### src/rtl/pipe_pkg.sv
// Shared pipeline definitions: default widths, the bubble encoding and the
// per-edge update cause used by pipeline stage registers.
package pipe_pkg;

  localparam int          DEF_PC_W      = 16;
  localparam int          DEF_INSTR_W   = 16;
  localparam int          DEF_CNT_W     = 16;
  localparam logic [15:0] DEF_NOP_INSTR = 16'h0800;

  typedef enum logic [2:0] {
    CAUSE_LOAD   = 3'd0,
    CAUSE_HOLD   = 3'd1,
    CAUSE_FLUSH  = 3'd2,
    CAUSE_FREEZE = 3'd3,
    CAUSE_RESET  = 3'd4
  } cause_e;

  // Only a load takes new data from the upstream stage.
  function automatic logic cause_loads(input cause_e cause);
    return (cause == CAUSE_LOAD);
  endfunction

endpackage

### src/rtl/pipe_field_reg.sv
// One pipeline-register field: synchronous reset value, load enable and a
// bubble load that overrides the enable with a fixed encoding.
module pipe_field_reg #(
  parameter int           W          = 1,
  parameter logic [W-1:0] RST_VAL    = '0,
  parameter logic [W-1:0] BUBBLE_VAL = '0
) (
  input  logic         clk,
  input  logic         rst,
  input  logic         en,
  input  logic         bubble,
  input  logic [W-1:0] d,
  output logic [W-1:0] q
);

  logic [W-1:0] q_q;
  logic [W-1:0] q_d;

  always_comb begin
    q_d = q_q;
    if (bubble) begin
      q_d = BUBBLE_VAL;
    end else if (en) begin
      q_d = d;
    end
  end

  always_ff @(posedge clk) begin
    if (rst) begin
      q_q <= RST_VAL;
    end else begin
      q_q <= q_d;
    end
  end

  assign q = q_q;

endmodule

### src/rtl/if_id_stage.sv
// IF/ID pipeline register with hold, flush-to-NOP and halt freeze.
// Define IF_ID_PERF_EN to add saturating stall/flush event counters.
module if_id_stage
  import pipe_pkg::*;
#(
  parameter int                 PC_W      = DEF_PC_W,
  parameter int                 INSTR_W   = DEF_INSTR_W,
  parameter logic [INSTR_W-1:0] NOP_INSTR = INSTR_W'(DEF_NOP_INSTR),
  parameter int                 CNT_W     = DEF_CNT_W
) (
  input  logic               clk,
  input  logic               rst,
  input  logic [PC_W-1:0]    pc_add_in,
  input  logic [INSTR_W-1:0] instr_in,
  input  logic               valid_in,
  input  logic               HALT_in,
  input  logic               stall,
  input  logic               flush,
  output logic [PC_W-1:0]    pc_add_out,
  output logic [INSTR_W-1:0] instr_out,
  output logic               valid_out,
  output logic               HALT_out
`ifdef IF_ID_PERF_EN
  ,
  output logic [CNT_W-1:0]   stall_cnt,
  output logic [CNT_W-1:0]   flush_cnt
`endif
);

  cause_e cause;
  logic   frozen;
  logic   field_rst;
  logic   load_en;
  logic   flush_kill;
  logic   slot_bubble;

  // A valid halt word stays put until flush or reset retires it.
  assign frozen = valid_out & HALT_out;

  always_comb begin
    cause = CAUSE_LOAD;
    if (rst) begin
      cause = CAUSE_RESET;
    end else if (flush) begin
      cause = CAUSE_FLUSH;
    end else if (frozen) begin
      cause = CAUSE_FREEZE;
    end else if (stall) begin
      cause = CAUSE_HOLD;
    end
  end

  always_comb begin
    field_rst   = (cause == CAUSE_RESET);
    load_en     = cause_loads(cause);
    flush_kill  = (cause == CAUSE_FLUSH);
    // An empty fetch slot loads as a bubble so valid=0 always carries a NOP.
    slot_bubble = flush_kill | (load_en & ~valid_in);
  end

  // The PC is kept across a flush; only a load or reset changes it.
  pipe_field_reg #(
    .W          (PC_W),
    .RST_VAL    ('0),
    .BUBBLE_VAL ('0)
  ) u_pc (
    .clk    (clk),
    .rst    (field_rst),
    .en     (load_en),
    .bubble (1'b0),
    .d      (pc_add_in),
    .q      (pc_add_out)
  );

  pipe_field_reg #(
    .W          (INSTR_W),
    .RST_VAL    (NOP_INSTR),
    .BUBBLE_VAL (NOP_INSTR)
  ) u_instr (
    .clk    (clk),
    .rst    (field_rst),
    .en     (load_en),
    .bubble (slot_bubble),
    .d      (instr_in),
    .q      (instr_out)
  );

  pipe_field_reg #(
    .W          (1),
    .RST_VAL    (1'b0),
    .BUBBLE_VAL (1'b0)
  ) u_valid (
    .clk    (clk),
    .rst    (field_rst),
    .en     (load_en),
    .bubble (flush_kill),
    .d      (valid_in),
    .q      (valid_out)
  );

  pipe_field_reg #(
    .W          (1),
    .RST_VAL    (1'b0),
    .BUBBLE_VAL (1'b0)
  ) u_halt (
    .clk    (clk),
    .rst    (field_rst),
    .en     (load_en),
    .bubble (slot_bubble),
    .d      (HALT_in),
    .q      (HALT_out)
  );

`ifdef IF_ID_PERF_EN
  logic [CNT_W-1:0] stall_cnt_q;
  logic [CNT_W-1:0] stall_cnt_d;
  logic [CNT_W-1:0] flush_cnt_q;
  logic [CNT_W-1:0] flush_cnt_d;

  // Counters track the raw requests, so a stall during a freeze still counts.
  always_comb begin
    stall_cnt_d = stall_cnt_q;
    flush_cnt_d = flush_cnt_q;
    if (flush) begin
      if (flush_cnt_q != {CNT_W{1'b1}}) begin
        flush_cnt_d = flush_cnt_q + 1'b1;
      end
    end else if (stall) begin
      if (stall_cnt_q != {CNT_W{1'b1}}) begin
        stall_cnt_d = stall_cnt_q + 1'b1;
      end
    end
  end

  always_ff @(posedge clk) begin
    if (rst) begin
      stall_cnt_q <= '0;
      flush_cnt_q <= '0;
    end else begin
      stall_cnt_q <= stall_cnt_d;
      flush_cnt_q <= flush_cnt_d;
    end
  end

  assign stall_cnt = stall_cnt_q;
  assign flush_cnt = flush_cnt_q;
`endif

endmodule

### config.mk
export PLATFORM = sky130hd
export DESIGN_NAME = if_id_stage
export DESIGN_NICKNAME = d
export VERILOG_FILES = /design/src/rtl/pipe_pkg.sv /design/src/rtl/pipe_field_reg.sv /design/src/rtl/if_id_stage.sv
export SDC_FILE = /design/constraint.sdc
export NUM_CORES = 1
export LEC_CHECK = 0
export CAP_MARGIN = 20
export CORE_MARGIN = 8
export CORE_UTILIZATION = 40
export DETAILED_ROUTE_END_ITERATION = 8
export PLACE_DENSITY = 0.81
export SETUP_SLACK_MARGIN = 0.5
export SYNTH_ARGS = -nofsm -noshare
export SYNTH_HDL_FRONTEND = slang
export SYNTH_HIERARCHICAL = 1
export SYNTH_SLANG_ARGS = --single-unit
### constraint.sdc
create_clock -name clk -period 3.39 [get_ports clk]
set_input_delay 0.339 -clock clk [delete_from_list [all_inputs] [get_ports clk]]
set_output_delay 0.339 -clock clk [all_outputs]
set_load 0.02 [all_outputs]
* Word level (Yosys, flattened, before mapping)
Index checks and enable logic that the tools add are counted.
W data, S select, Z words.
** Word-level totals
- Memories :: 0
- ROM bits :: 0
- Input port bits :: 38
- Memory bits (writable) :: 0
- Bits in latches :: 0
- Output and inout port bits :: 34
- Register bits :: 34
** Operators by class
- Bitwise gates (word level) :: 4
- Muxes and demuxes :: 4
- Reductions and logical operators :: 3
- Div/mod/pow operators :: 0
- Multipliers :: 0
- Eq/ne operators :: 2
- Shifts and indexed selects :: 0
- Magnitude comparators :: 0
- Add/sub/neg operators :: 0
** Operators with widths (count)
- $mux W2 :: 2
- $reduce_or A2 Y1 :: 2
- $eq A3 B2 Y1 const B :: 1
- $eq A3 B3 Y1 const B :: 1
- $logic_not A3 Y1 :: 1
- $mux W3 :: 1
- $and A1 B1 Y1 :: 2
- $mux W1 :: 1
- $not A1 Y1 :: 1
- $or A1 B1 Y1 :: 1

* Depth between registers and ports, before layout
Gate-level depths: netlist of the first run.
- Word-level depth :: 8
- Depth in mapped cells :: 6
- Depth with buffers taken out :: 4

* Cells and area by module
Netlist of the first run, hierarchy kept.
** Modules (own cells, without submodules)
- pipe_field_reg at u_instr :: area an instance 589.3 µm², seq. area each 320.3 µm², cells an instance 53, instances 1
- pipe_field_reg at u_pc :: area an instance 581.8 µm², seq. area each 320.3 µm², cells an instance 53, instances 1
- pipe_field_reg at u_halt ... :: area an instance 40.0 µm², seq. area each 20.0 µm², cells an instance 3, instances 2
- if_id_stage :: area an instance 37.5 µm², seq. area each 0.0 µm², cells an instance 6, instances 1

* Worst setup path after synthesis of the first run
OpenSTA, ideal clock, no wires.
- Path kind :: flip-flop to flip-flop
- Start point :: reg u_valid.q_q, in the netlist u_valid/q
- End point :: reg u_instr.q_q[10], in the netlist u_instr/q[10]
- Arrival :: 2015 ps
- Library setup time :: 114 ps
- Path slack :: 1260 ps
- Cell stages (with the launch flop) :: 6
- Period minus slack after synthesis :: 2130 ps
- Path through :: dfxtp_1 a2111oi_0 buf_4 buf_6 mux2i_1 nor2_1
** Between the ends
- Cells in the longest elaborated chain, start to end :: 8
** RTL lines
- start: declaration :: RTL line pipe_field_reg.sv:16 : logic [W-1:0] q_q;
- start signal: assignment :: RTL line pipe_field_reg.sv:32 : q_q <= q_d;
- $and A1 B1 Y1 (*) :: RTL line if_id_stage.sv:38 : assign frozen = valid_out & HALT_out;
- $mux W2 (*) :: RTL line if_id_stage.sv:46 : end else if (frozen) begin
- $mux W2 (*) :: RTL line if_id_stage.sv:44 : end else if (flush) begin
- $mux W3 (*) :: RTL line if_id_stage.sv:42 : if (rst) begin
- $logic_not A3 Y1 (*) :: RTL line pipe_pkg.sv:20 : return (cause == CAUSE_LOAD);
- via load_en :: RTL line if_id_stage.sv:33 : logic load_en;
- $and A1 B1 Y1 :: RTL line if_id_stage.sv:58 : slot_bubble = flush_kill | (load_en & ~valid_in);
- $or A1 B1 Y1 :: RTL line if_id_stage.sv:58
- $reduce_or A2 Y1 (no source line)
- end signal: assignment :: RTL line pipe_field_reg.sv:32
- end: declaration :: RTL line pipe_field_reg.sv:16
Mark *: on every way through the listed nets, which the timed path passes. The rest lies on a longest branch.
A chain may end at the register's enable or synchronous reset.

* Worst setup path in the final report of the first run
- Start point :: in rst
- End point :: reg u_valid.q_q, in the netlist u_valid/q
** RTL lines
- start: declaration :: RTL line if_id_stage.sv:12 : input logic rst,
- $mux W3 :: RTL line if_id_stage.sv:42
- $logic_not A3 Y1 :: RTL line pipe_pkg.sv:20
- via load_en :: RTL line if_id_stage.sv:33
The timed path passes the listed nets, and every way through them passes these cells.

==> impl_results.html, run 1 <==
<table>
<tr><th>Metric</th><th>Value</th></tr>
<tr><th colspan="2">Placed design</th></tr>
<tr><td>IO Port Bufs</td><td>slightly above 70</td></tr>
<tr><td>Post-place setup slack</td><td>between 1000 and 1500 ps</td></tr>
<tr><td>Weighted congestion reported at the end of routability-driven placement</td><td>a little under 0.7</td></tr>
<tr><td>DP HPWL</td><td>around 2.7 mm</td></tr>
<tr><td>DP Cell Count</td><td>225</td></tr>
<tr><th colspan="2">Logic synthesis</th></tr>
<tr><td>Nets in the synthesized netlist</td><td>roughly 160</td></tr>
<tr><td>Top-area cell type share of the netlist area</td><td>52.82%</td></tr>
<tr><td>Post-synthesis sequential area ratio</td><td>between 50 and 60%</td></tr>
<tr><td>Post-synthesis instance total</td><td>about 120</td></tr>
<tr><td>Syn Std Cell Area</td><td>approximately 1300 um2</td></tr>
<tr><td>Number of warnings issued by yosys</td><td>6</td></tr>
<tr><td>Top area cells in the synthesized netlist</td><td>sky130_fd_sc_hd__dfxtp_1, sky130_fd_sc_hd__mux2i_1, sky130_fd_sc_hd__nor2_1</td></tr>
<tr><td>Post-synthesis cell type count</td><td>13</td></tr>
<tr><td>Avg Inst Size Synth</td><td>around 11 um2</td></tr>
<tr><td>Proportion of synthesized area in mux cells</td><td>roughly 26%</td></tr>
<tr><td>Area share of and/or/nand/nor cells after synthesis</td><td>13.01%</td></tr>
<tr><td>Number of storage elements in the synthesis netlist</td><td>34</td></tr>
<tr><td>Main combinational cell family by area after synthesis</td><td>multiplexers</td></tr>
<tr><td>Post-synthesis adder-cell area fraction</td><td>0%</td></tr>
<tr><td>Top cell type by total area after synthesis</td><td>sky130_fd_sc_hd__dfxtp_1</td></tr>
<tr><td>Post-synthesis xor/xnor area fraction</td><td>0%</td></tr>
<tr><td>Compound-Gate Fraction of Synth Area</td><td>about 2.0%</td></tr>
<tr><th colspan="2">STA</th></tr>
<tr><td>Worst Slack Setup Final</td><td>1430 ps</td></tr>
<tr><td>Setup violation total in the final timing report</td><td>0</td></tr>
<tr><td>Post-route fraction of the period consumed by the critical path</td><td>between 50 and 60%</td></tr>
<tr><td>Worst setup skew after layout</td><td>about 4 ps</td></tr>
<tr><td>Max Clock Freq</td><td>between 500 and 600 MHz</td></tr>
<tr><td>Pin slew with the least headroom to its limit</td><td>approximately 550 ps</td></tr>
<tr><td>Time the final worst path needs with I/O delays and setup</td><td>between 1500 and 2000 ps</td></tr>
<tr><td>Slew HR</td><td>63.39%</td></tr>
<tr><td>Unrepaired setup endpoints after global routing</td><td>false</td></tr>
<tr><td>Final Hold Fails</td><td>0</td></tr>
<tr><td>Final Slew Violations</td><td>0</td></tr>
<tr><td>TNS Setup</td><td>0 ps</td></tr>
<tr><th colspan="2">Floorplanning</th></tr>
<tr><td>Core Box Area</td><td>slightly above 3000 um2</td></tr>
<tr><td>Boundary Pins</td><td>72</td></tr>
<tr><td>Standard-cell rows</td><td>20</td></tr>
<tr><td>Initial cell density of the core</td><td>between 40% and 50%</td></tr>
<tr><td>DIE AREA</td><td>between 5000 and 6000 um2</td></tr>
<tr><td>Die extent in x</td><td>~73 um</td></tr>
<tr><td>Chip Height</td><td>~73 um</td></tr>
<tr><th colspan="2">Global route</th></tr>
<tr><td>All-layer global routing usage</td><td>around an eighth</td></tr>
<tr><td>Gr ovfl total</td><td>0</td></tr>
<tr><td>Initial antenna violation count</td><td>0</td></tr>
<tr><td>Via count of the first global-routing pass</td><td>~1100</td></tr>
<tr><td>First-pass GRT wire length</td><td>roughly 5.4 mm</td></tr>
<tr><td>Pin count of the biggest net entering global routing</td><td>36</td></tr>
<tr><th colspan="2">Layout</th></tr>
<tr><td>Post-layout util</td><td>approximately 68%</td></tr>
<tr><td>Layout cell share with drive strength beyond 1</td><td>between 6 and 7%</td></tr>
<tr><td>Top library cells by usage in the layout, fill and taps aside</td><td>sky130_fd_sc_hd__clkdlybuf4s50_1, sky130_fd_sc_hd__dfxtp_1, sky130_fd_sc_hd__mux2i_1</td></tr>
<tr><td>Filler cell count</td><td>258</td></tr>
<tr><td>ANT cells</td><td>0</td></tr>
<tr><td>Leading cell type in the layout, fill and taps excluded</td><td>sky130_fd_sc_hd__clkdlybuf4s50_1</td></tr>
<tr><td>Final cell count without fillers</td><td>between 200 and 250</td></tr>
<tr><td>Number of nets in the finished design</td><td>approximately 230</td></tr>
<tr><td>Layout overhead on the synthesized area</td><td>60.39%</td></tr>
<tr><th colspan="2">CTS</th></tr>
<tr><td>Sinks on Clock Net</td><td>34</td></tr>
<tr><td>CTS Buf Count</td><td>5</td></tr>
<tr><td>H-tree depth</td><td>2</td></tr>
<tr><td>Total of cells resized after clock tree synthesis</td><td>0</td></tr>
<tr><td>Count of hold-fix buffers inserted at cts</td><td>0</td></tr>
<tr><td>Root buffer cell</td><td>sky130_fd_sc_hd__clkbuf_4</td></tr>
<tr><td>Clock Tree Buf Depth</td><td>2</td></tr>
<tr><td>Clock transition time at the flip-flop clock pins of the worst setup and hold paths</td><td>~90 ps</td></tr>
<tr><td>Clock latency reported for the late side of the worst-skew pair</td><td>330 ps</td></tr>
<tr><td>Number of setup buffers added after CTS</td><td>0</td></tr>
<tr><td>TritonCTS clock tree</td><td>yes</td></tr>
<tr><th colspan="2">Routing</th></tr>
<tr><td>Vias per std cell</td><td>between 4 and 5</td></tr>
<tr><td>Final routed wire length divided by cell count</td><td>about 15 um</td></tr>
<tr><td>Number of search-and-repair iterations in the first detailed-routing pass</td><td>6</td></tr>
<tr><td>Post-route DRC</td><td>0</td></tr>
<tr><td>Number of nets with antenna violations after routing</td><td>0</td></tr>
<tr><td>Total number of vias</td><td>between 1000 and 1500</td></tr>
<tr><td>Overall routed net length</td><td>3.449 mm</td></tr>
<tr><td>DRC marker count from the first detailed-route iteration</td><td>38</td></tr>
<tr><th colspan="2">Hold path</th></tr>
<tr><td>Path type of the worst min-delay path</td><td>register to register</td></tr>
<tr><th colspan="2">Pwr</th></tr>
<tr><td>Clock network fraction of design power</td><td>approximately 34%</td></tr>
<tr><td>Portion of total power attributed to sequential cells</td><td>52.4%</td></tr>
<tr><td>Switching power</td><td>170.8 uW</td></tr>
<tr><td>Worst-case vdd ir drop</td><td>approximately 0.28 mV</td></tr>
<tr><td>Share of power burned in combinational logic</td><td>13.6%</td></tr>
<tr><td>Net Sw Frac</td><td>between 20% and 30%</td></tr>
<tr><td>Pint</td><td>roughly 610 uW</td></tr>
<tr><td>Lkg Pwr</td><td>0.7188 nW</td></tr>
<tr><td>Cell area power density</td><td>379.2 nW/um2</td></tr>
<tr><th colspan="2">Run</th></tr>
<tr><td>Count of max-cap constraint violations</td><td>0</td></tr>
<tr><th colspan="2">Critical path</th></tr>
<tr><td>Maximum cell stage delay along the critical path</td><td>540 ps</td></tr>
<tr><td>Setup slack, reg-to-reg</td><td>around 1600 ps</td></tr>
<tr><td>Endpoint type of the worst setup path</td><td>register</td></tr>
<tr><td>CP cell instances</td><td>clkdlybuf4s50_1 &gt; a2111oi_2 &gt; buf_4 &gt; mux2i_1 &gt; nor3_2</td></tr>
<tr><td>Slowest cell on the critical path</td><td>sky130_fd_sc_hd__clkdlybuf4s50_1</td></tr>
<tr><td>Arrival time worst endpoint</td><td>2180 ps</td></tr>
<tr><td>Maximum net fanout on the critical path</td><td>35</td></tr>
<tr><td>Data required time of the critical path</td><td>3610 ps</td></tr>
<tr><td>Critical path class</td><td>input pin to register</td></tr>
<tr><td>Element type at the critical path start</td><td>input pin</td></tr>
<tr><th colspan="2">Outcome</th></tr>
<tr><td>Outcome</td><td>finished clean</td></tr>
</table>
==> sequential cells by signal, indices dropped and copies added (netlist names) <==
signal,flops
u_instr/q,16
u_valid/q,1
u_halt/q,1
u_pc/q,16
==> metrics by stage <==
stage	hold slack, ps	instance area [um2]	total power [mW]
6_report	497.0	2067	0.7839
5_1_grt	533.9	2067	0.8200
4_1_cts	506.3	2067	0.7956
3_5_place_dp	480.7	1988	0.5275
3_3_place_gp	473.1	1988	0.5244
2_1_floorplan	461.3	1289	0.4692
==> Yosys cell counts <==
| cell type | count |
|---|---|
| sky130_fd_sc_hd__a2111oi_0 | 2 |
| sky130_fd_sc_hd__buf_6 | 5 |
| sky130_fd_sc_hd__nor2_1 | 31 |
| sky130_fd_sc_hd__nor2b_1 | 2 |
| sky130_fd_sc_hd__buf_4 | 2 |
| sky130_fd_sc_hd__clkbuf_1 | 1 |
| sky130_fd_sc_hd__or2_1 | 3 |
| sky130_fd_sc_hd__mux2i_1 | 33 |
| sky130_fd_sc_hd__nor3_2 | 2 |
| sky130_fd_sc_hd__a211o_1 | 1 |
| sky130_fd_sc_hd__clkbuf_2 | 1 |
| sky130_fd_sc_hd__conb_1 | 1 |
| sky130_fd_sc_hd__dfxtp_1 | 34 |
==> power by group through the flow <==
stage / Sequential (mW) / Clock [mW] / Combinational (mW)
finish: 0.411 / 0.266 / 0.107
global route: 0.412 / 0.294 / 0.114
CTS: 0.411 / 0.277 / 0.108
detailed placement: 0.420 / 0 / 0.108
global placement: 0.419 / 0 / 0.105
floorplan: 0.429 / 0 / 0.0407
==> critical path, delay by kind of cell <==
family,cells,cell delay [ps]
and+or+nand+nor,1,70
muxes,1,310
buffers and inverters,2,1070
AOI/OAI and AO/OA,1,400
==> path summary, 6_finish.rpt <==
kind                  start         to  cells after the start
setup / recovery        rst  u_valid/q                      5
hold / removal    u_pc/q[3]  u_pc/q[3]                      2
setup reg to reg  u_valid/q  u_valid/q                      4
hold reg to reg   u_pc/q[3]  u_pc/q[3]                      2
==> cells by family after synthesis <==
family / Yosys count
simple gates: 38
flops: 34
mux: 33
buf+inv: 9
compound gates: 3
other cells: 1
==> layer usage <==
metal | global-route usage [%] | vias to the layer above | routed length (um)
met3 | 6.868 | 2 | 318
met5 | 0 | - | 0
li1 | - | 530 | -
met4 | 3.333 | 0 | 18
met1 | 12.86 | 460 | 1383
met2 | 23.06 | 47 | 1728
==> cell type report <==
type	instances	area, um2	area share [%]
multi-input cells	75	534.3	25.85
clock buffers	8	78.83	3.814
repair buffers	72	718.2	34.75
well taps	44	55.05	2.663
flip-flops and latches	34	680.7	32.93
Power figures use the tool's default switching activity.
==> run 2, diff against run 1 <==
--- a/config.mk
+++ b/config.mk
@@ -7,9 +7,9 @@
 export LEC_CHECK = 0
 export CAP_MARGIN = 20
 export CORE_MARGIN = 8
-export CORE_UTILIZATION = 40
+export CORE_UTILIZATION = 38
 export DETAILED_ROUTE_END_ITERATION = 8
-export PLACE_DENSITY = 0.81
+export PLACE_DENSITY = 0.77
 export SETUP_SLACK_MARGIN = 0.5
 export SYNTH_ARGS = -nofsm -noshare
 export SYNTH_HDL_FRONTEND = slang
==> constraint.sdc (replaced) <==
create_clock -name clk -period 1.9 [get_ports clk]
set_input_delay 0.19 -clock clk [delete_from_list [all_inputs] [get_ports clk]]
set_output_delay 0.19 -clock clk [all_outputs]
set_load 0.02 [all_outputs]
==> impl_results.html, run 2 (synthesis gave the netlist of run 1 again) <==
<table>
<tr><th>Metric</th><th>Value</th></tr>
<tr><th colspan="2">Outcome</th></tr>
<tr><td>Outcome</td><td>finished clean</td></tr>
<tr><th colspan="2">Floorplanning</th></tr>
<tr><td>Boundary Pins</td><td>72</td></tr>
<tr><td>DIE AREA</td><td>between 5000 and 6000 um2</td></tr>
<tr><td>Core Box Area</td><td>about 3300 um2</td></tr>
<tr><td>Standard-cell rows</td><td>21</td></tr>
<tr><td>Initial cell density of the core</td><td>39.24%</td></tr>
<tr><td>Chip Height</td><td>around 74 um</td></tr>
<tr><td>Die extent in x</td><td>74.24 um</td></tr>
<tr><th colspan="2">Layout</th></tr>
<tr><td>Top library cells by usage in the layout, fill and taps aside</td><td>sky130_fd_sc_hd__clkdlybuf4s50_1, sky130_fd_sc_hd__dlygate4sd2_1, sky130_fd_sc_hd__dfxtp_1</td></tr>
<tr><td>Number of nets in the finished design</td><td>248</td></tr>
<tr><td>Layout overhead on the synthesized area</td><td>84.85%</td></tr>
<tr><td>Layout cell share with drive strength beyond 1</td><td>19.91%</td></tr>
<tr><td>ANT cells</td><td>0</td></tr>
<tr><td>Leading cell type in the layout, fill and taps excluded</td><td>sky130_fd_sc_hd__clkdlybuf4s50_1</td></tr>
<tr><td>Final cell count without fillers</td><td>about 260</td></tr>
<tr><th colspan="2">CTS</th></tr>
<tr><td>H-tree depth</td><td>2</td></tr>
<tr><td>Clock Tree Buf Depth</td><td>2</td></tr>
<tr><td>CTS Buf Count</td><td>5</td></tr>
<tr><td>Clock transition time at the flip-flop clock pins of the worst setup and hold paths</td><td>between 100 and 150 ps</td></tr>
<tr><td>TritonCTS clock tree</td><td>yes</td></tr>
<tr><td>Root buffer cell</td><td>sky130_fd_sc_hd__clkbuf_4</td></tr>
<tr><td>Sinks on Clock Net</td><td>34</td></tr>
<tr><td>Clock latency reported for the late side of the worst-skew pair</td><td>340 ps</td></tr>
<tr><td>Count of hold-fix buffers inserted at cts</td><td>0</td></tr>
<tr><th colspan="2">Pwr</th></tr>
<tr><td>Cell area power density</td><td>just under 600 nW/um2</td></tr>
<tr><td>Lkg Pwr</td><td>around 1.0 nW</td></tr>
<tr><td>Worst-case vdd ir drop</td><td>~0.44 mV</td></tr>
<tr><th colspan="2">Routing</th></tr>
<tr><td>Post-route DRC</td><td>0</td></tr>
<tr><td>Vias per std cell</td><td>~4.6</td></tr>
<tr><td>Total number of vias</td><td>~1200</td></tr>
<tr><td>Overall routed net length</td><td>~4.0 mm</td></tr>
<tr><td>Number of nets with antenna violations after routing</td><td>0</td></tr>
<tr><td>DRC marker count from the first detailed-route iteration</td><td>47</td></tr>
<tr><td>Final routed wire length divided by cell count</td><td>roughly 16 um</td></tr>
<tr><td>Number of search-and-repair iterations in the first detailed-routing pass</td><td>4</td></tr>
<tr><th colspan="2">Hold path</th></tr>
<tr><td>Path type of the worst min-delay path</td><td>input pin to register</td></tr>
<tr><th colspan="2">Global route</th></tr>
<tr><td>First-pass GRT wire length</td><td>~6 mm</td></tr>
<tr><td>Initial antenna violation count</td><td>0</td></tr>
<tr><td>Pin count of the biggest net entering global routing</td><td>17</td></tr>
<tr><td>All-layer global routing usage</td><td>14.39%</td></tr>
<tr><td>Gr ovfl total</td><td>0</td></tr>
<tr><td>Via count of the first global-routing pass</td><td>1242</td></tr>
<tr><th colspan="2">Critical path</th></tr>
<tr><td>Maximum net fanout on the critical path</td><td>5</td></tr>
<tr><td>Dominant delay contributor by cell family on the critical path</td><td>buffers and inverters</td></tr>
<tr><td>Element type at the critical path start</td><td>register</td></tr>
<tr><td>Arrival time worst endpoint</td><td>1790 ps</td></tr>
<tr><td>Data required time of the critical path</td><td>about 2100 ps</td></tr>
<tr><td>Critical path class</td><td>register to register</td></tr>
<tr><td>CP cell instances</td><td>a2111oi_4 &gt; buf_6 &gt; buf_6 &gt; buf_16 &gt; mux2i_4 &gt; nor2_1</td></tr>
<tr><td>Maximum cell stage delay along the critical path</td><td>a little under 400 ps</td></tr>
<tr><td>Buffer and inverter count on the worst path</td><td>3</td></tr>
<tr><td>Cell type with the highest occurrence count on the critical path</td><td>sky130_fd_sc_hd__buf_6</td></tr>
<tr><td>Endpoint type of the worst setup path</td><td>register</td></tr>
<tr><td>Slowest cell on the critical path</td><td>sky130_fd_sc_hd__a2111oi_4</td></tr>
<tr><th colspan="2">Placed design</th></tr>
<tr><td>IO Port Bufs</td><td>between 70 and 80</td></tr>
<tr><td>DP HPWL</td><td>around 2.6 mm</td></tr>
<tr><td>Weighted congestion reported at the end of routability-driven placement</td><td>slightly below 0.7</td></tr>
<tr><td>DP Cell Count</td><td>between 200 and 250</td></tr>
<tr><td>Post-place setup slack</td><td>-27.18 ps</td></tr>
<tr><th colspan="2">STA</th></tr>
<tr><td>Unrepaired setup endpoints after global routing</td><td>true</td></tr>
<tr><td>Final Slew Violations</td><td>0</td></tr>
<tr><td>Setup violation total in the final timing report</td><td>0</td></tr>
<tr><td>Final Hold Fails</td><td>0</td></tr>
<tr><td>Worst setup skew after layout</td><td>approximately 9.4 ps</td></tr>
<tr><td>Time the final worst path needs with I/O delays and setup</td><td>~1600 ps</td></tr>
<tr><td>Max Clock Freq</td><td>645.0 MHz</td></tr>
<tr><td>Post-route fraction of the period consumed by the critical path</td><td>about four fifths</td></tr>
<tr><td>Worst Slack Setup Final</td><td>~350 ps</td></tr>
<tr><th colspan="2">Run</th></tr>
<tr><td>Count of max-cap constraint violations</td><td>0</td></tr>
</table>
## run 2: cell count changes in the layout (fill, tap and decap cells not counted), moves of 3 or more
cell,before,now
sky130_fd_sc_hd__clkdlybuf4s50_1,71,36
sky130_fd_sc_hd__buf_6,0,3
sky130_fd_sc_hd__dlygate4sd2_1,0,34
sky130_fd_sc_hd__buf_16,0,3
sky130_fd_sc_hd__mux2i_1,33,29
sky130_fd_sc_hd__buf_4,1,11
sky130_fd_sc_hd__buf_12,0,4
## run 2: per-stage QoR
| step | hold WS (ps) | total power, mW | instance area [um2] | TNS, ps | utilization, % |
|---|---|---|---|---|---|
| floorplan | 312.3 | 0.8399 | 1330 | 0 | - |
| detailed placement | 481.1 | 0.9515 | 2061 | -190.6 | 62.74 |
| CTS | 290.4 | 1.406 | 2287 | 0 | 69.64 |
| global placement | 474.2 | 0.9482 | 2061 | 0 | 62.74 |
| global route | 301.8 | 1.474 | 2382 | 0 | 72.53 |
| finish | 303.3 | 1.411 | 2382 | 0 | 72.53 |
## run 2: routing by layer
metal	up-vias	part of all wire, %	track usage [%]
li1	578	-	-
met1	546	38	14.85
met2	41	53	25.39
met3	7	7.0	4.043
met4	0	2.1	8.478
met5	-	0	0
## run 2: worst paths after layout
check / startpoint / to / cells past startpoint / slack, ps
setup / recovery: u_valid/q / u_pc/q[3] / 6 / 350
hold / removal: rst / u_valid/q / 2 / 300
setup reg to reg: u_valid/q / u_pc/q[3] / 6 / 350
hold reg to reg: u_pc/q[12] / u_pc/q[12] / 2 / 500
## run 2: worst reg2reg max path, cell delays in order, from the launching register on
cell and delay, ps:
sky130_fd_sc_hd__dfxtp_4 370, sky130_fd_sc_hd__a2111oi_4 390, sky130_fd_sc_hd__buf_6 190, sky130_fd_sc_hd__buf_6 120, sky130_fd_sc_hd__buf_16 120, sky130_fd_sc_hd__mux2i_4 220, sky130_fd_sc_hd__nor2_1 60
## run 2: repair_timing
item,CTS,global route
pin swaps,1,8
gates cloned,4,2
endpoints found under the setup margin,68,34
buffers inserted,10,1
resized for setup,46,7
## run 2: area by class of cell
class	instances	area, um2
flip-flops and latches	34	688.2
repair buffers	94	992.2
clock inverters	2	11.26
multi-input cells	75	581.8
clock buffers	6	51.30
fillers	271	902.1
well taps	46	57.56
## run 2: report_power, final
group	leakage [nW]	switching, mW	total [mW]	internal, mW
clock	0.0386	0.245	0.424	0.179
combinational	0.714	0.0943	0.256	0.162
sequential	0.277	0.00752	0.731	0.723
==> run 3, diff against run 2 <==
==> constraint.sdc (replaced) <==
create_clock -name clk -period 1.54 [get_ports clk]
set_input_delay 0.154 -clock clk [delete_from_list [all_inputs] [get_ports clk]]
set_output_delay 0.154 -clock clk [all_outputs]
set_load 0.02 [all_outputs]
==> impl_results.html, run 3 (synthesis gave the netlist of run 1 again) <==
<table>
<tr><th>Metric</th><th>Value</th></tr>
<tr><th colspan="2">Outcome</th></tr>
<tr><td>Outcome</td><td>finished clean</td></tr>
<tr><th colspan="2">Run</th></tr>
<tr><td>Count of max-cap constraint violations</td><td>0</td></tr>
<tr><th colspan="2">Pwr</th></tr>
<tr><td>Clock network fraction of design power</td><td>between 30% and 40%</td></tr>
<tr><td>Switching power</td><td>a little over 400 uW</td></tr>
<tr><td>Net Sw Frac</td><td>a little under a quarter</td></tr>
<tr><td>Tot Pwr</td><td>around 1.8 mW</td></tr>
<tr><td>Portion of total power attributed to sequential cells</td><td>approximately 52%</td></tr>
<tr><td>Lkg Pwr</td><td>0.9064 nW</td></tr>
<tr><td>Share of power burned in combinational logic</td><td>16.6%</td></tr>
<tr><td>Cell area power density</td><td>slightly below 800 nW/um2</td></tr>
<tr><td>Pint</td><td>roughly 1.3 mW</td></tr>
<tr><td>Worst-case vdd ir drop</td><td>0.5529 mV</td></tr>
<tr><th colspan="2">Routing</th></tr>
<tr><td>Final routed wire length divided by cell count</td><td>15.89 um</td></tr>
<tr><td>Number of search-and-repair iterations in the first detailed-routing pass</td><td>5</td></tr>
<tr><td>Post-route DRC</td><td>0</td></tr>
<tr><td>Overall routed net length</td><td>3.973 mm</td></tr>
<tr><td>DRC marker count from the first detailed-route iteration</td><td>55</td></tr>
<tr><td>Total number of vias</td><td>roughly 1100</td></tr>
<tr><td>Vias per std cell</td><td>between 4 and 5</td></tr>
<tr><td>Number of nets with antenna violations after routing</td><td>0</td></tr>
<tr><th colspan="2">Critical path</th></tr>
<tr><td>Endpoint type of the worst setup path</td><td>register</td></tr>
<tr><td>Dominant delay contributor by cell family on the critical path</td><td>compound AO/OA/AOI/OAI gates</td></tr>
<tr><td>CP cell instances</td><td>a2111oi_4 &gt; buf_4 &gt; buf_16 &gt; mux2i_1 &gt; nor2_1</td></tr>
<tr><td>Data required time of the critical path</td><td>around 1800 ps</td></tr>
<tr><td>Setup slack, reg-to-reg</td><td>approximately 12 ps</td></tr>
<tr><td>Maximum cell stage delay along the critical path</td><td>roughly 390 ps</td></tr>
<tr><td>Arrival time worst endpoint</td><td>1730 ps</td></tr>
<tr><td>Element type at the critical path start</td><td>register</td></tr>
<tr><td>Maximum net fanout on the critical path</td><td>9</td></tr>
<tr><td>Slowest cell on the critical path</td><td>sky130_fd_sc_hd__a2111oi_4</td></tr>
<tr><td>Crit path depth</td><td>5</td></tr>
<tr><td>Number of cells on the worst reg-to-reg path</td><td>5</td></tr>
<tr><td>Critical path class</td><td>register to register</td></tr>
<tr><td>Buffer and inverter count on the worst path</td><td>2</td></tr>
<tr><th colspan="2">CTS</th></tr>
<tr><td>Clock transition time at the flip-flop clock pins of the worst setup and hold paths</td><td>about 100 ps</td></tr>
<tr><td>H-tree depth</td><td>2</td></tr>
<tr><td>Clock Tree Buf Depth</td><td>2</td></tr>
<tr><td>Root buffer cell</td><td>sky130_fd_sc_hd__clkbuf_4</td></tr>
<tr><td>CTS Buf Count</td><td>5</td></tr>
<tr><td>Clock latency reported for the late side of the worst-skew pair</td><td>roughly 330 ps</td></tr>
<tr><td>Count of hold-fix buffers inserted at cts</td><td>0</td></tr>
<tr><td>Sinks on Clock Net</td><td>34</td></tr>
<tr><td>TritonCTS clock tree</td><td>yes</td></tr>
<tr><th colspan="2">Layout</th></tr>
<tr><td>Area of the multi-input gates</td><td>between 500 and 600 um2</td></tr>
<tr><td>Layout overhead on the synthesized area</td><td>73.01%</td></tr>
<tr><td>Final cell count without fillers</td><td>250</td></tr>
<tr><td>Layout cell share with drive strength beyond 1</td><td>a little over a third</td></tr>
<tr><td>ANT cells</td><td>0</td></tr>
<tr><td>Leading cell type in the layout, fill and taps excluded</td><td>sky130_fd_sc_hd__clkdlybuf4s50_1</td></tr>
<tr><td>Filler cell count</td><td>~270</td></tr>
<tr><td>Top library cells by usage in the layout, fill and taps aside</td><td>sky130_fd_sc_hd__clkdlybuf4s50_1, sky130_fd_sc_hd__buf_4, sky130_fd_sc_hd__mux2i_1, sky130_fd_sc_hd__nor2_1, sky130_fd_sc_hd__dfxtp_1</td></tr>
<tr><td>FF+latch area</td><td>about 690 um2</td></tr>
<tr><td>Number of nets in the finished design</td><td>241</td></tr>
<tr><th colspan="2">STA</th></tr>
<tr><td>Worst-case hold slack</td><td>about 430 ps</td></tr>
<tr><td>Time the final worst path needs with I/O delays and setup</td><td>about 1500 ps</td></tr>
<tr><td>Final Slew Violations</td><td>0</td></tr>
<tr><td>Slew HR</td><td>65.93%</td></tr>
<tr><td>Max Clock Freq</td><td>654.6 MHz</td></tr>
<tr><td>Final Hold Fails</td><td>0</td></tr>
<tr><td>Unrepaired setup endpoints after global routing</td><td>true</td></tr>
<tr><td>Worst Slack Setup Final</td><td>roughly 12 ps</td></tr>
<tr><td>TNS Setup</td><td>0 ps</td></tr>
<tr><td>Setup violation total in the final timing report</td><td>0</td></tr>
<tr><td>Post-route fraction of the period consumed by the critical path</td><td>a little under 100%</td></tr>
<tr><td>Pin slew with the least headroom to its limit</td><td>around 510 ps</td></tr>
<tr><td>Worst setup skew after layout</td><td>7.910 ps</td></tr>
<tr><th colspan="2">Floorplanning</th></tr>
<tr><td>Boundary Pins</td><td>72</td></tr>
<tr><td>Core Box Area</td><td>3284 um2</td></tr>
<tr><td>Chip Height</td><td>~74 um</td></tr>
<tr><td>Initial cell density of the core</td><td>a little under 40%</td></tr>
<tr><td>Standard-cell rows</td><td>21</td></tr>
<tr><td>Die extent in x</td><td>about 74 um</td></tr>
<tr><td>DIE AREA</td><td>around 5500 um2</td></tr>
<tr><th colspan="2">Hold path</th></tr>
<tr><td>Path type of the worst min-delay path</td><td>input pin to register</td></tr>
<tr><td>Worst hold path stage count</td><td>2</td></tr>
<tr><th colspan="2">Placed design</th></tr>
<tr><td>IO Port Bufs</td><td>71</td></tr>
<tr><td>DP Cell Count</td><td>approximately 230</td></tr>
<tr><td>DP HPWL</td><td>approximately 2.8 mm</td></tr>
<tr><td>Post-place setup slack</td><td>-267.5 ps</td></tr>
<tr><td>Weighted congestion reported at the end of routability-driven placement</td><td>approximately 0.72</td></tr>
<tr><th colspan="2">Global route</th></tr>
<tr><td>Gr ovfl total</td><td>0</td></tr>
<tr><td>First-pass GRT wire length</td><td>between 5 and 6 mm</td></tr>
<tr><td>Initial antenna violation count</td><td>0</td></tr>
<tr><td>Pin count of the biggest net entering global routing</td><td>17</td></tr>
<tr><td>All-layer global routing usage</td><td>between 10% and 20%</td></tr>
<tr><td>Via count of the first global-routing pass</td><td>between 1000 and 1500</td></tr>
</table>
-- run 3: cell count changes in the layout (fill, tap and decap cells not counted), sizes merged --
cell           delta
clkinv            +1
clkdlybuf4s50     +1
dlygate4sd2      -34
buf              +26
inv               -1
-- run 3: worst register-to-register path, stage by stage, from the launching register on --
cell                        delay [ps]
sky130_fd_sc_hd__dfxtp_4           380
sky130_fd_sc_hd__a2111oi_4         390
sky130_fd_sc_hd__buf_4             230
sky130_fd_sc_hd__buf_16            150
sky130_fd_sc_hd__mux2i_1           210
sky130_fd_sc_hd__nor2_1             50
-- run 3: area by class of cell --
| cell class | count | share of cell area, % |
|---|---|---|
| sequential | 34 | 31.14 |
| clock buffer | 6 | 2.806 |
| multi-input combinational | 75 | 25.36 |
| tap | 46 | 2.581 |
| clock inverter | 2 | 0.4489 |
| timing repair buffer | 87 | 37.65 |
-- run 3: metrics by stage --
step	area [um2]	utilization [%]
floorplan	1330	-
global placement	2068	62.97
detailed placement	2068	62.97
CTS	2081	63.35
global route	2230	67.89
finish	2230	67.89
-- run 3: layer usage --
layer / GRT usage, % / part of all wire, %
met1: 14.77 / 39
met3: 5.930 / 7.8
met4: 6.522 / 0.96
met2: 22.95 / 52
met5: 0 / 0
-- run 3: worst paths after layout --
kind                   endpoint         start
setup / recovery     u_pc/q[10]     u_valid/q
hold / removal    u_instr/q[11]  instr_in[11]
setup reg to reg     u_pc/q[10]     u_valid/q
hold reg to reg       u_pc/q[5]     u_pc/q[5]
-- run 3: repair_timing --
action | in CTS | in global routing
gates resized for setup | 139 | 36
pin swaps | 1 | 0
setup buffers | 2 | 2
setup endpoints to repair | 68 | 58
gates cloned | 3 | 2
-- run 3: power groups by stage --
stage | Sequential [mW] | Clock [mW] | Combinational (mW)
finish | 0.903 | 0.560 | 0.291
global route | 0.905 | 0.627 | 0.308
CTS | 0.902 | 0.583 | 0.269
detailed placement | 0.922 | 0 | 0.257
global placement | 0.922 | 0 | 0.251
floorplan | 0.941 | 0 | 0.0949
